$ cat src/rtl/jpeg_bit_packer.sv
// Packs right-aligned variable-length codewords MSB-first into a byte stream,
// inserts a 0x00 after every 0xFF, and pads the tail with 1s on flush.
module jpeg_bit_packer #(
  parameter int ACC_W = 64,
  parameter int CNT_W = 24
) (
  input  logic             clk,
  input  logic             reset,
  input  logic             in_valid,
  output logic             in_ready,
  input  logic [31:0]      code_in,
  input  logic [5:0]       len_in,
  input  logic             flush,
  output logic [7:0]       out_byte,
  output logic             out_valid,
  input  logic             out_ready,
  output logic             flush_done,
  output logic [CNT_W-1:0] byte_count
);

  localparam int NB_W = $clog2(ACC_W + 1);

  typedef enum logic [1:0] {RUN, PAD, DRAIN} state_t;

  state_t           state, state_next;
  logic [ACC_W-1:0] acc, acc_base, acc_next, append_bits;
  logic [NB_W-1:0]  nbits, nbits_base, nbits_next;
  logic             stuff_pending, stuff_next;
  logic [7:0]       out_byte_next;
  logic             out_valid_next;
  logic             flush_done_next;
  logic             accept, load_en, extract, drained;
  logic [5:0]       len_sat, add_len;
  logic [2:0]       pad_len;
  logic [31:0]      add_code, add_mask;

  assign in_ready = (state == RUN) && (nbits <= NB_W'(31));
  assign accept   = in_valid && in_ready;
  assign load_en  = !out_valid || out_ready;
  assign extract  = load_en && !stuff_pending && (nbits >= NB_W'(8));
  assign drained  = (nbits == '0) && !stuff_pending && load_en;
  assign len_sat  = (len_in > 6'd32) ? 6'd32 : len_in;
  // Extraction never changes nbits mod 8, so the pad length can use nbits directly.
  assign pad_len  = 3'(4'd8 - {1'b0, nbits[2:0]});

  always_comb begin
    add_len  = 6'd0;
    add_code = 32'hFFFF_FFFF;
    if (accept) begin
      add_len  = len_sat;
      add_code = code_in;
    end else if (state == PAD) begin
      add_len  = {3'b000, pad_len};
    end
  end

  // New bits land directly below whatever survives this cycle's byte extraction.
  always_comb begin
    add_mask    = ~(32'hFFFF_FFFF << add_len);
    acc_base    = extract ? (acc << 8) : acc;
    nbits_base  = extract ? (nbits - NB_W'(8)) : nbits;
    append_bits = ({add_code & add_mask, {(ACC_W-32){1'b0}}} << (6'd32 - add_len)) >> nbits_base;
    acc_next    = acc_base | append_bits;
    nbits_next  = nbits_base + NB_W'(add_len);
  end

  always_comb begin
    out_byte_next  = out_byte;
    out_valid_next = out_valid;
    stuff_next     = stuff_pending;
    if (load_en) begin
      if (stuff_pending) begin
        out_byte_next  = 8'h00;
        out_valid_next = 1'b1;
        stuff_next     = 1'b0;
      end else if (nbits >= NB_W'(8)) begin
        out_byte_next  = acc[ACC_W-1 -: 8];
        out_valid_next = 1'b1;
        stuff_next     = (acc[ACC_W-1 -: 8] == 8'hFF);
      end else begin
        out_valid_next = 1'b0;
      end
    end
  end

  always_comb begin
    state_next      = state;
    flush_done_next = 1'b0;
    case (state)
      RUN:     if (flush) state_next = PAD;
      PAD:     state_next = DRAIN;
      DRAIN: begin
        if (drained) begin
          flush_done_next = 1'b1;
          state_next      = RUN;
        end
      end
      default: state_next = RUN;
    endcase
  end

  always_ff @(posedge clk) begin
    if (!reset) state <= RUN;
    else        state <= state_next;
  end

  always_ff @(posedge clk) begin
    if (!reset) begin
      acc           <= '0;
      nbits         <= '0;
      stuff_pending <= 1'b0;
      out_byte      <= 8'h00;
      out_valid     <= 1'b0;
      flush_done    <= 1'b0;
      byte_count    <= '0;
    end else begin
      acc           <= acc_next;
      nbits         <= nbits_next;
      stuff_pending <= stuff_next;
      out_byte      <= out_byte_next;
      out_valid     <= out_valid_next;
      flush_done    <= flush_done_next;
      if (out_valid && out_ready) byte_count <= byte_count + CNT_W'(1);
    end
  end

endmodule

$ cat config.mk
export PLATFORM = sky130hd
export DESIGN_NAME = jpeg_bit_packer
export DESIGN_NICKNAME = d
export VERILOG_FILES = /design/src/rtl/jpeg_bit_packer.sv
export SDC_FILE = /design/constraint.sdc
export NUM_CORES = 1
export LEC_CHECK = 0
export ABC_AREA = 1
export CAP_MARGIN = 20
export CORE_ASPECT_RATIO = 1.75
export CORE_MARGIN = 5
export CORE_UTILIZATION = 50
export DETAILED_ROUTE_END_ITERATION = 16
export PLACE_DENSITY = 0.7
export SLEW_MARGIN = 25
export SYNTH_ARGS = -nofsm -noshare
export SYNTH_HDL_FRONTEND = slang
export SYNTH_SLANG_ARGS = --single-unit
$ cat constraint.sdc
create_clock -name clk -period 7.1 [get_ports clk]
set_clock_uncertainty 0.15 [all_clocks]
set_input_delay 1.065 -clock clk [delete_from_list [all_inputs] [get_ports clk]]
set_output_delay 1.065 -clock clk [all_outputs]
set_load 0.01 [all_outputs]
==> results.md <==
* Status: complete, no violations
* Critical path peak fanout at 38
* Top layer in use: met4
* Critical-path top delay cell: clkdlybuf4s50_1
* DR vias at 11525
* Worst-Skew Late Latency at 0.36 ns
* Seq/Total Area, Yosys at 21.7%
* Antenna violations before repair at 0
* Period utilization at 73.7%
* CTS tree: yes
* Worst-case clock buffer depth at 2
* Max Slew Vio Count at 0
* Total routed wirelength at 35900 um
* Core footprint at 19700 um^2
* Antenna Cells at 0
* Root Buffer: clkbuf_16
* Final WS setup at 1.87 ns
* Finished Cell Area at 11000 um^2
* Drt initial violations at 782
* Synth Instances at 1701
* Placed instance area at 10700 um^2
* Top FF cell, synth: dfxtp_1
* Hold buffers post-CTS at 0
* Slowest stage delay, CP at 0.67 ns
* Layout cells sized above 1 at 6.98%
* Number of synthesized flops with an enable pin at 0
* Crit path DAT at 5.36 ns
* Met1 wire length at 12800 um
* Synth top area share at 23.4%
* Die X-Extent at 117 um
* Vias per std cell at 5.91
* CTS resizes at 0
* Warnings, synthesis at 0
* Top delay family on crit path: simple AND/OR/NAND/NOR gates
* Pre-CTS worst setup slack at 1.54 ns
* FMAX at 191 MHz
* DRC at 0
* Most used cell, CP: nand2_1
* Pre-antenna DRT Iters at 6
* Placed Cells at 1936
* Fin Setup TNS at 0 ns
* Worst setup EP type: register
* DR WL/cell at 18.4 um
* Commonest cells post-synth: nand3_1 (465), nand2_1 (424), a21oi_1 (111)
* Post-Syn Area at 9950 um^2
* Final GP Congestion at 1.03
* Area contributors post-synth: nand3_1 (23%), dfxtp_1 (22%), nand2_1 (16%)
* Final setup fails at 0
* Min Tclk post-route at 5.23 ns
* Flip-flop and latch area at 2160 um^2
* Final std cells w/o fill at 1951
* Layout Nets at 1761
* Antenna Nets Post-Route at 0
* Static Leak at 4.94 nW
* Least-Margin Pin Slew at 1.00 ns
* GRT Overall Usage at 31.6%
* WL met3 at 1400 um
* Synth area leader: nand3_1
* Synth Net Count at 1760
* Minimum setup slack among reg-to-reg paths at 2.00 ns
* RSZ-0062 raised after global routing: no
* WL met2 at 18600 um
* Power per standard cell area at 523 nW/um^2
* First-pass GRT wire length at 57300 um
* Slew HR at 33.0%
* Share of flip-flops with an asynchronous set or reset at 0%
* Most numerous cell in the Yosys netlist: nand3_1
* # fillers at 2050
* # IOs at 78
* Reg clk slew, reported paths at 0.08 ns
* Initial core utilization at 50.6%
* Endpoints failing hold at 0
* Clock buffer count from CTS at 9
* Seq cells post-synth at 108
* Area grow syn2layout at 10.3%
* Total of max-cap violations at 0
* Die Y at 197 um
* Avg Cell Area, Syn at 5.85 um^2
* Die area at 22900 um^2
* GRT overflow at 0
* CP Buf/Inv Count at 5
* Final core occ at 55.8%
* CTS H-tree depth at 3
* Detailed placement HPWL at 28500 um
* WS Path Type: input pin to register
* Clk sinks at 108
* Hold crit path type: register to register
* Worst Path Required at 7.23 ns
* Crit start category: input pin
* Area of the multi-input gates at 6820 um^2
* Largest net degree at the start of global routing at 80
* Port buffer count at 77
* VDD IR max at 373 uV
* Setup repair bufs after CTS at 0
* Number of global-route vias before repair at 10903
* Core Rows at 68
* Crit path cell chain: clkdlybuf4s50_1 -> nand3_4 -> nand2_1 -> nand2_2 -> ha_1 -> inv_1 -> ha_1 -> buf_4 -> inv_1 -> buf_4 -> nand4_1 -> nor2_1 -> nand2_1 -> nand3_1 -> a21oi_1 -> nor2_1 -> o21ai_1 -> nand2_1 -> nand3_1 -> a21oi_1
* Distinct cells, synth at 47
[per-stage QoR]
step	total power [W]	hold slack, ns
after floorplan	0.00413	0.270
after global placement	0.00518	0.288
after detailed placement	0.00520	0.287
after CTS	0.00571	0.305
after global routing	0.00631	0.331
final	0.00574	0.296
[power breakdown]
group          internal (W)  switching, W
sequential         0.000780     0.0000830
combinational       0.00133       0.00306
clock              0.000244      0.000247
total               0.00235       0.00339
[routing by layer]
| metal | track usage [%] | up-vias |
|---|---|---|
| li1 | - | 5797 |
| met1 | 33.3 | 5169 |
| met2 | 56.3 | 423 |
| met3 | 3.47 | 136 |
| met4 | 23.2 | 0 |
| met5 | 0 | - |
[state kept, by name, indices dropped and copies added, names as in the netlist]
| signal | flops |
|---|---|
| acc | 64 |
| byte_count | 24 |
| out_byte | 8 |
| nbits | 7 |
| state | 2 |
| flush_done | 1 |
| out_valid | 1 |
| stuff_pending | 1 |
[worst paths after layout]
| kind | cells past startpoint | end | from |
|---|---|---|---|
| worst max-delay path | 20 | acc[32] | in_valid |
| worst min-delay path | 1 | flush_done | state[0] |
| worst max register to register | 23 | acc[32] | nbits[1] |
| worst min register to register | 1 | flush_done | state[0] |
[cell families after synthesis]
family / share of synthesized area (%)
AOI/OAI and AO/OA: 11.6
xor gates and xnor gates: 0.629
adders and majority gates: 2.09
buffers and inverters: 10.1
DFF: 21.7
muxes: 0.503
and+or+nand+nor: 53.3
[layout make-up]
class / count / area share [%]
multi-input combinational: 1363 / 62.1
sequential: 108 / 19.7
timing repair buffer: 102 / 8.74
inverter: 118 / 4.04
tap: 245 / 2.79
clock buffer: 9 / 2.05
clock inverter: 6 / 0.536
[layout by cell type, fill, tap and decap left out, types with 2 or more instances in the layout]
master / instances
nand3_1: 465
inv_1: 106
clkinv_1: 3
nor4_1: 3
o21a_1: 3
o21bai_1: 2
inv_6: 4
nor3b_1: 3
o211ai_1: 4
o21ai_1: 12
a31oi_1: 6
clkbuf_16: 9
nand2_4: 2
inv_2: 9
o21ai_0: 75
nor2_8: 3
nand2_1: 423
nor2_1: 75
nor2_4: 2
nor2_2: 7
nand4_2: 3
mux2i_1: 5
a21oi_1: 111
xor2_4: 2
nor3_1: 11
ha_1: 15
buf_4: 25
clkdlybuf4s50_1: 77
or2_2: 15
nand3_2: 15
dfxtp_1: 108
nand2_2: 14
or2_1: 9
nand4_1: 64
xor2_1: 2
[worst reg2reg max path, delay by kind of cell, from the launching register on]
family | cells | cell delay (ns)
flops | 1 | 0.49
simple gates | 10 | 1.63
fa+ha+maj | 3 | 0.84
buf+inv | 7 | 1.51
compound gates | 3 | 0.42
Power figures use the tool's default switching activity.
==> RTL edit 1 (same flow settings) <==
Set the parameter `CNT_W` to 48 (it was 24).
--- a/src/rtl/jpeg_bit_packer.sv
+++ b/src/rtl/jpeg_bit_packer.sv
@@ -3,5 +3,5 @@
 module jpeg_bit_packer #(
   parameter int ACC_W = 64,
-  parameter int CNT_W = 24
+  parameter int CNT_W = 48
 ) (
   input  logic             clk,
Interface: changed (resized byte_count); port bits go from 78 to 102. No check against the original RTL was run, so the function may have changed too.
==> RTL edit 1 against the unedited design <==
- maximum frequency down 1.7%
- via count up 15%
- power up 12%
- setup slack got worse by 0.090 ns
- final cell count is 16% higher
- clock power increased by 85%
- count of clock-buffer cells in the layout up 9
- combinational power increased by 3%
- synthesized area increased by 12%
- final area increased by 17%
- wire length is 12% higher
- worst hold slack lost 0.024 ns
- sequential cell count rose by 24
- highest routed layer unchanged
==> RTL edit 1: results (changes against the unedited design) <==
Synthesis
The post-synthesis cell type count is 45 (-4.3%). By count the netlist is led by sky130_fd_sc_hd__nand2_1, sky130_fd_sc_hd__nand3_1, sky130_fd_sc_hd__inv_1. The portion of the post-synthesis area used by sequential elements is 23.8% (+2.1 points). Among all flip-flop cells after synthesis, the most frequent one is sky130_fd_sc_hd__dfxtp_1. The net count of the mapped netlist is 1988 (+13%). The cell count after synthesis is 1929 (+13%). Yosys attributes the largest share of cell area to sky130_fd_sc_hd__dfxtp_1, sky130_fd_sc_hd__nand3_1, sky130_fd_sc_hd__nand2_1.

Global routing
The fraction of met3 tracks used by global routing is 3.82% (+0.35 points). The met2 layer usage reported by global route is 55.4% (-0.95 points). The global routing usage on met1 is 33.4% (+0.13 points). The largest net degree at the start of global routing is 77 (-3.8%). The via count of the first global-routing pass is 12495 (+15%).

The all-layer global routing usage is 31.5% (-0.11 points). The first-pass GRT wire length is 64000 um (+12%).

Power and ir drop
The power consumed by the clock network is 0.907 mW (+85%). The reported leakage power came to 5.42 nW (+9.9%). The net load switching power is 3.61 mW (+6.4%). The total internal power is 2.82 mW (+20%). The worst vdd rail ir drop is 0.319 mV (-15%). The combinational power is 4.52 mW (+3%).

Run status
The run finished with clean final reports.

Placed design
The count of buffers inserted at the top-level ports was 101 (+31%). The post-detailed-placement cell area is 12200 sq um (+15%). The cell total after placement is 2238 (+16%). The final HPWL from detailed placement is 31400 um (+10%). The final RePlAce weighted congestion is 1.09 (+5.1%).

The worst setup timing slack at the placement stage came to 1.51 ns (-0.0330 ns).

Finish
The number of fill cells was 2338 (+14%). The largest registers in the layout are acc: 64 flops, byte_count: 48 flops, out_byte: 8 flops. The final standard cell utilization of the core is 58.4% (+2.6 points). The ratio of cells with drive above 1 in the final layout is 5.52% (-1.5 points).

The number of standard cells in the final layout excluding fillers came to 2270 (+16%).

Route
The post-route met1 wirelength came to 14900 um (+17%). The routed wire length on met2 is 20300 um (+9.2%). The highest routing layer actually used is met4. The final routed wirelength across all metal layers was 40300 um (+12%). The wire length on met3 came to 1590 um (+14%).

The number of design-rule violations left by the first detailed-router iteration came to 993 (+27%). The total via count in the routed design came to 13203 (+15%).

Clock tree
The insertion delay of the later-clocked pin in the worst-skew pair came to 0.43 ns (+0.07 ns). The number of CTS-inserted buffers is 17 (+8). The CTS H-tree depth came to 4 (+1). The number of setup buffers added after CTS was 0 (unchanged).

Critical path
The maximum net fanout on the critical path is 38 (unchanged). The critical path data arrival time is 5.51 ns (+0.15 ns). The delay of the slowest cell on the worst path is 0.59 ns (-0.08 ns).

Timing
The worst relative slew slack is 47.2% (+14 points).
[RTL edit 1: layout make-up]
cell class                 count  share of cell area (%)
tap                          296                    2.88
multi-input combinational   1537                    58.1
inverter                     146                    4.30
timing repair buffer         127                    9.39
clock buffer                  18                    3.34
clock inverter                14                    1.39
sequential                   132                    20.6
[RTL edit 1: final timing paths]
check / start / endpoint / slack [ns] / cells after the start
hold reg to reg: state[0] / flush_done / 0.27 / 1
setup / recovery: in_valid / acc[1] / 1.78 / 21
setup reg to reg: nbits[1] / acc[1] / 1.83 / 24
hold / removal: state[0] / flush_done / 0.27 / 1
[RTL edit 1: cells by family after synthesis]
| family | count (synthesis) | synth area share, % |
|---|---|---|
| and+or+nand+nor | 1264 | 51.9 |
| buffers and inverters | 260 | 9.21 |
| AOI/OAI and AO/OA | 227 | 10.7 |
| DFF | 132 | 23.8 |
| xor gates and xnor gates | 24 | 2.06 |
| adders and majority gates | 16 | 1.87 |
| muxes | 6 | 0.541 |
==> RTL edit 2 (same flow settings) <==
Made on the original files. Register the output `byte_count` once more, without a reset; this adds one clock of latency there. The other outputs are not delayed to match.
--- a/src/rtl/jpeg_bit_packer.sv
+++ b/src/rtl/jpeg_bit_packer.sv
@@ -22,4 +22,6 @@
 
   typedef enum logic [1:0] {RUN, PAD, DRAIN} state_t;
+
+  logic [CNT_W-1:0] byte_count_s0;
 
   state_t           state, state_next;
@@ -113,5 +115,5 @@
       out_valid     <= 1'b0;
       flush_done    <= 1'b0;
-      byte_count    <= '0;
+      byte_count_s0 <= '0;
     end else begin
       acc           <= acc_next;
@@ -121,6 +123,10 @@
       out_valid     <= out_valid_next;
       flush_done    <= flush_done_next;
-      if (out_valid && out_ready) byte_count <= byte_count + CNT_W'(1);
+      if (out_valid && out_ready) byte_count_s0 <= byte_count_s0 + CNT_W'(1);
     end
+  end
+
+  always_ff @(posedge clk) begin
+    byte_count <= byte_count_s0;
   end
 
Function: changed (a bounded check fails within 4 cycles, from zero or initial values and one cycle with reset low).
==> RTL edit 2 against the unedited design <==
- wire length up 5.0%
- sequential cell count up 24
- synthesized area up 4.8%
- final area up 7.5%
- worst hold slack worse by 0.094 ns
- count of clock-buffer cells in the layout up 9
- synthesized cell count up 3.2%
- non-clock buffer count down 2
- setup slack worse by 0.11 ns
- power up 11%
==> RTL edit 2: results (changes against the unedited design) <==
Run status
The run finished with clean final reports.

Power and ir drop
The relative contribution of sequential cells to total power is 15.5% (+0.5 points). The reported leakage power is 5.26 nW (+6.5%). The worst vdd rail ir drop was 0.302 mV (-19%).

The switching share of total power came to 56.2% (-2.8 points).

Finish
The count of inverters other than clock inverters in the layout came to 116 (-1.7%). The number of non-clock buffers in the layout was 100 (-2.0%). The total area of multi-input combinational cells is 6850 sq um (+0.55%). In the final layout, the registers with the most flip-flops are acc: 64 flops, byte_count: 24 flops, byte_count_s0: 24 flops.

The layout net count was 1822 (+3.5%). The ratio of cells with drive above 1 in the final layout was 6.48% (-0.50 points). The number of fill cells is 2172 (+6.0%). The total area of sequential cells was 2640 sq um (+22%). The data-path buffer share of cell area in the final layout was 8.00% (-0.74 points). The clock buffer count in the final layout is 18 (+9). The final standard cell utilization of the core is 56.8% (+1.0 points).

Critical path
The delay of the slowest cell on the worst path was 0.72 ns (+0.05 ns). The maximum net fanout on the critical path is 40 (+5.3%). The critical path data arrival time is 5.45 ns (+0.09 ns).

Placed design
The post-detailed-placement cell area is 11200 sq um (+4.7%). The final HPWL from detailed placement came to 29300 um (+2.5%).

Clock tree
The number of clock sinks seen by CTS is 132 (+22%). The number of CTS-inserted buffers is 17 (+8). The post-cts gate resize count was 0 (unchanged). The CTS H-tree depth is 4 (+1).

The clock-pin slew on the worst setup and hold paths was 0.06 ns (-0.02 ns). The insertion delay of the later-clocked pin in the worst-skew pair is 0.42 ns (+0.06 ns). Clock tree synthesis selected as its root buffer the cell sky130_fd_sc_hd__clkbuf_16.

Route
The wire length per cell after detailed routing is 18.6 um (+1.0%). The number of design-rule violations left by the first detailed-router iteration is 957 (+22%). The total via count in the routed design is 11888 (+3.1%).

Global routing
The first-pass GRT wire length is 59800 um (+4.4%).

Synthesis
The post-synthesis cell type count is 49 (+4.3%). By area the synthesized netlist is led by sky130_fd_sc_hd__dfxtp_1, sky130_fd_sc_hd__nand3_1, sky130_fd_sc_hd__nand2_1. By count the netlist is led by sky130_fd_sc_hd__nand3_1, sky130_fd_sc_hd__nand2_1, sky130_fd_sc_hd__dfxtp_1. The portion of the post-synthesis area used by sequential elements is 25.4% (+3.6 points).
==> RTL edit 2: changes by cell type after synthesis, sizes merged, moves of 3 or more <==
cell   unedited run  this run
a31oi             6         0
or2              24        21
inv             115       111
dfxtp           108       132
nand4            67        60
nand2           439       475
a21oi           112       118
nand3           481       476
mux2i             5         9
o21ai            88        91
==> RTL edit 2: path summary, 6_finish.rpt <==
kind                startpoint              to  slack [ns]  cells past startpoint
min reg2reg  byte_count_s0[11]  byte_count[11]        0.20                      0
max                   in_valid         acc[32]        1.76                     20
max reg2reg           nbits[0]         acc[32]        1.86                     23
min          byte_count_s0[11]  byte_count[11]        0.20                      0
==> RTL edit 2: kinds of logic after synthesis <==
logic type / synth area share (%)
and+or+nand+nor: 50.5
xor gates and xnor gates: 0.600
DFF: 25.4
muxes: 0.864
buffers and inverters: 9.22
AOI/OAI and AO/OA: 11.5
adders and majority gates: 1.99
==> RTL edit 2: layer usage <==
| metal | GRT usage [%] | vias to the layer above | wire length, um |
|---|---|---|---|
| li1 | - | 5977 | - |
| met4 | 23.8 | 0 | 3230 |
| met3 | 2.85 | 135 | 1280 |
| met2 | 56.8 | 385 | 19600 |
| met5 | 0 | - | 0 |
| met1 | 32.4 | 5391 | 13600 |
==> RTL edit 2: power groups by stage <==
stage	clock network [mW]	logic (mW)	registers [mW]
after floorplan	0	3.31	0.984
after global placement	0	4.38	0.999
after detailed placement	0	4.39	1.00
after CTS	0.905	4.41	0.988
after global routing	0.943	4.99	1.00
final	0.894	4.48	0.985
==> RTL edit 2: per-stage QoR <==
stage | worst slack, ns | cells
floorplan | 2.82 | 1755
global placement | 1.46 | 1996
detailed placement | 1.40 | 1996
CTS | 1.82 | 2028
global route | 1.35 | 2028
finish | 1.76 | 2028
